<file path="config.mk">
export PLATFORM = sky130hd
export DESIGN_NAME = vga_pwm_decode
export DESIGN_NICKNAME = d
export VERILOG_FILES = /design/src/rtl/vga_pwm_decode.sv
export SDC_FILE = /design/constraint.sdc
export NUM_CORES = 1
export LEC_CHECK = 0
export BUFFER_PORTS_ARGS = -buffer_cell sky130_fd_sc_hd__buf_2
export CORE_MARGIN = 3
export CORE_UTILIZATION = 57
export CTS_CLUSTER_SIZE = 12
export DETAILED_ROUTE_END_ITERATION = 7
export PLACE_DENSITY = 0.8
export SLEW_MARGIN = 30
export SYNTH_ARGS = -nofsm -noshare
export SYNTH_HDL_FRONTEND = slang
export SYNTH_SLANG_ARGS = --single-unit
</file>
<file path="constraint.sdc">
create_clock -name clk -period 2.5 [get_ports clk]
set_clock_uncertainty 0.05 [all_clocks]
set_input_delay 0.5 -clock clk [delete_from_list [all_inputs] [get_ports clk]]
set_output_delay 0.5 -clock clk [all_outputs]
set_load 0.02 [all_outputs]
</file>
<file path="src/rtl/vga_pwm_decode.sv">
`default_nettype none
// ============================================================================
// Module      : vga_pwm_decode
// Description : Receive side of the 4-phase temporal-PWM video link. Sums four
//               6/6/6 PWM samples per channel into 24-bit RGB while sync is low.
// Revision    : 1.0  initial release
// ============================================================================
module vga_pwm_decode #(
    parameter int SYNC_DLY = 2
) (
    input  logic        clk,
    input  logic        reset_n,
    input  logic        csync_en,
    input  logic        hsync,
    input  logic        csync,
    input  logic [17:0] din,
    output logic [23:0] dout,
    output logic        dout_valid,
    output logic        win_abort
);

    localparam int         c_NCH    = 3;
    localparam logic [1:0] c_PH_LST = 2'd3;

    logic                  w_s;
    logic                  w_s_d;
    logic                  w_act_d;
    logic [1:0]            r_phase;
    logic [1:0]            r_ph_q;
    logic [17:0]           r_din_q;
    logic                  r_act_q;
    logic [2:0]            r_count;
    logic [2:0]            w_cnt_nxt;
    logic [c_NCH-1:0][7:0] r_acc;
    logic [c_NCH-1:0][7:0] w_acc_nxt;
    logic [c_NCH-1:0][7:0] w_ch_out;
    logic [c_NCH-1:0]      r_all63;
    logic [c_NCH-1:0]      w_all63_nxt;
    logic                  w_win_done;
    logic                  w_win_abort;

    assign w_s = csync_en ? csync : hsync;

    // Delay line idles high so a reset never looks like an active window.
    generate
        if (SYNC_DLY == 0) begin : g_nodly
            assign w_s_d = w_s;
        end else begin : g_dly
            logic [SYNC_DLY-1:0] r_sync_dly;
            always_ff @(posedge clk) begin
                if (!reset_n) begin
                    r_sync_dly <= '1;
                end else begin
                    r_sync_dly[0] <= w_s;
                    for (int i = 1; i < SYNC_DLY; i++) begin
                        r_sync_dly[i] <= r_sync_dly[i-1];
                    end
                end
            end
            assign w_s_d = r_sync_dly[SYNC_DLY-1];
        end
    endgenerate

    assign w_act_d = ~w_s_d;

    always_ff @(posedge clk) begin
        if (!reset_n) begin
            r_phase <= 2'd0;
            r_din_q <= 18'd0;
            r_act_q <= 1'b0;
            r_ph_q  <= 2'd0;
        end else begin
            r_phase <= w_s_d ? 2'd0 : r_phase + 2'd1;
            r_din_q <= din;
            r_act_q <= w_act_d;
            r_ph_q  <= r_phase;
        end
    end

    // Phase 0 starts a fresh sum; the saturation flag survives only if every sample was 63.
    generate
        for (genvar g = 0; g < c_NCH; g++) begin : g_ch
            logic [5:0] w_smp;
            assign w_smp          = r_din_q[g*6 +: 6];
            assign w_acc_nxt[g]   = (r_ph_q == 2'd0) ? {2'b00, w_smp}
                                                     : r_acc[g] + {2'b00, w_smp};
            assign w_all63_nxt[g] = (w_smp == 6'd63) & ((r_ph_q == 2'd0) | r_all63[g]);
            assign w_ch_out[g]    = w_all63_nxt[g] ? 8'hFF : w_acc_nxt[g];
        end
    endgenerate

    assign w_cnt_nxt   = (r_ph_q == 2'd0) ? 3'd1 : r_count + 3'd1;
    assign w_win_done  = r_act_q & (r_ph_q == c_PH_LST);
    assign w_win_abort = r_act_q & ~w_act_d & (w_cnt_nxt != 3'd4);

    always_ff @(posedge clk) begin
        if (!reset_n) begin
            r_acc      <= '0;
            r_all63    <= '0;
            r_count    <= 3'd0;
            dout       <= 24'd0;
            dout_valid <= 1'b0;
            win_abort  <= 1'b0;
        end else begin
            dout_valid <= w_win_done;
            win_abort  <= w_win_abort;
            if (r_act_q) begin
                r_acc   <= w_acc_nxt;
                r_all63 <= w_all63_nxt;
                r_count <= w_cnt_nxt;
            end else begin
                r_count <= 3'd0;
            end
            if (w_win_done) begin
                dout <= w_ch_out;
            end
        end
    end

endmodule
`default_nettype wire

</file>
==> results.ini <==
[hold_path]
min_from=din[10]
hold_path.class=in2reg

[floorplanning]
rows=28
die_y_um=87
dieArea_mm2=0.00757
core_area_mm2=0.00613
floorplan.initialDensity=0.610
die_width_um=87
ios=49

[sta]
worstMarginPinSlew_ns=0.695
fin_tns_setup_ns=0
finalHoldViolations=0
timing.fmax_mhz=485
post-route-min-period_ns=2.06
setup_viol=0
timing.final.ws_setup_ns=0.440
period_share=0.824
rsz0062_at_grt=no
slew_headroom=0.536
hold_slack_ns=0.300
drv_slew=0

[grt]
grt_max_degree=50
grt_pass1_vias=2976
grt_antenna_before_repair=0
grt_overflow=0
grt_use_total=0.226
grt_first_pass_wirelength_mm=13.5

[synth]
syn_area_per_cell_um2=9.19
yosysSeqAreaShare=0.434
yosysTopAreaCellShare=0.434
synth_area_mm2=0.00374
synthFlopType=dfxtp_1
syn_nets=452
synth_area_leaders=dfxtp_1, o21ai_0, ha_1
ys_warn_count=0
synth_cells=407
ys_ff_latch=81
ys_types=42
yosysMostFrequentCell=dfxtp_1
netlist_top_cells_count=dfxtp_1, o21ai_0, a21oi_1, and2_1, ha_1
synth_edf_count=0
synth_area_leader_cell=dfxtp_1
synthArstFlopShare=0

[setup_path]
crit_fanout=3
crit_path_end_kind=register
worstSetupStartpoint=r_din_q[0]$_SDFF_PN0_
r2r_start=r_din_q[0]$_SDFF_PN0_
required_ns=2.70
critPathKind=reg2reg
critPathArrivalTime_ns=2.26
start_kind=register

[clock_network]
cts_hold_buffers=0
ctsResizeCount=0
clk_pin_slew_worst_paths_ns=0.08
clock-sinks=81
h-tree-depth=3
post-cts-setup-buffers=0
ctsLongestPathBuffers=2
cts_root_buf=clkbuf_8
cts_tree=done
clk_latency_ns=0.35
numCtsBuffers=9

[power_and_ir_drop]
power.total_mw=2.39
ir_drop_mv=0.482
power_density_mw_per_mm2=567
cellLeakagePower_nw=1.84
power.share.sequential=0.563
intPower_mw=1.81
power.switching_mw=0.579
p_comb_frac=0.073
swShare=0.243
power_frac_clock=0.364

[routing]
drc=0
first_iter_violations=166
wl_mm=7.81
via_count=3061
firstDrtPassIters=4
wl_per_cell_um=14.7
drtAntennaViolNets=0
viasPerCell=5.78

[placed_design]
place_worst_setup_slack_ns=0.459
dp_hpwl_mm=5.46
io_buffers=48
placed_area_mm2=0.00402
placed_cells=514
gp_congestion=0.868

[cells_and_area]
final_util=0.686
final_nets=495
antenna_cells=0
drive_gt1_frac=0.171
instances_no_fill=530
fin_area_mm2=0.00420
area_delta_synth_final_pct=12.4

[outcome]
outcome=finished clean

[job]
cap_violations=0

==> critical path: stages, from the launching register on <==
cell	delay [ns]
dfxtp_1	0.36
ha_1	0.20
inv_1	0.06
fa_1	0.37
nor2b_1	0.19
o31a_1	0.19
mux2i_1	0.23
nand2_1	0.08
o221a_2	0.23
==> kinds of logic (layout without fill, tap and decap cells) <==
kind of cell | after synthesis | in the layout | synth area share
muxes | 17 | 17 | 0.0455
buffers and inverters | 37 | 85 | 0.0398
xor gates and xnor gates | 8 | 8 | 0.0187
and+or+nand+nor | 99 | 99 | 0.148
adders and majority gates | 22 | 22 | 0.0796
DFF | 81 | 81 | 0.434
AOI/OAI and AO/OA | 143 | 143 | 0.235
==> layout make-up <==
type	instances	area, um2
Fill cell	487	1930
Clock buffer	11	151
Timing Repair Buffer	53	278
Clock inverter	5	30.0
Inverter	16	60.1
Multi-Input combinational cell	289	1970
Sequential cell	81	1620
Tap cell	75	93.8
==> state kept, by name, indices dropped and copies added (netlist names) <==
name / cells
r_acc: 24
r_phase: 2
g_dly.r_sync_dly: 2
dout: 24
dout_valid: 1
r_din_q: 18
win_abort: 1
r_all63: 3
r_ph_q: 2
r_count: 3
r_act_q: 1
==> cell usage in the layout, fill, tap and decap left out, types with 4 or more instances in the layout <==
| master | count |
|---|---|
| nor2b_1 | 7 |
| nor3_1 | 5 |
| o21ai_0 | 55 |
| ha_1 | 19 |
| a21oi_1 | 43 |
| nand3_1 | 6 |
| clkbuf_8 | 11 |
| buf_2 | 48 |
| o211ai_1 | 5 |
| mux2i_1 | 17 |
| o21a_1 | 6 |
| o211a_1 | 8 |
| xnor2_1 | 6 |
| a21o_1 | 4 |
| and2_1 | 21 |
| a211oi_1 | 7 |
| nor4b_1 | 4 |
| buf_4 | 5 |
| nor2_1 | 18 |
| o211ai_2 | 4 |
| dfxtp_1 | 81 |
| nand2_1 | 17 |
| inv_1 | 16 |
==> power groups by stage <==
stage	combinational (mW)	clock (mW)	sequential [mW]
final	0.174	0.868	1.34
after global routing	0.200	0.938	1.35
after CTS	0.175	0.899	1.34
after detailed placement	0.174	0	1.37
after global placement	0.166	0	1.37
after floorplan	0.127	0	1.37
==> routing by layer <==
layer  wire length [um]  global-route usage  part of all wire
met1               3530               0.278              0.45
met2               3680               0.369              0.47
met4                141              0.0907             0.018
met5                  0                   0                 0
met3                454              0.0672             0.058
==> final timing paths <==
kind,to,slack [ns],cells past startpoint
setup / recovery,dout[6]$_SDFFE_PN0P_,0.44,8
hold / removal,r_din_q[10]$_SDFF_PN0_,0.30,2
setup reg to reg,dout[6]$_SDFFE_PN0P_,0.44,8
hold reg to reg,g_dly.r_sync_dly[1]$_SDFF_PN1_,0.37,1
No activity file was read; power rests on OpenSTA's default activity.
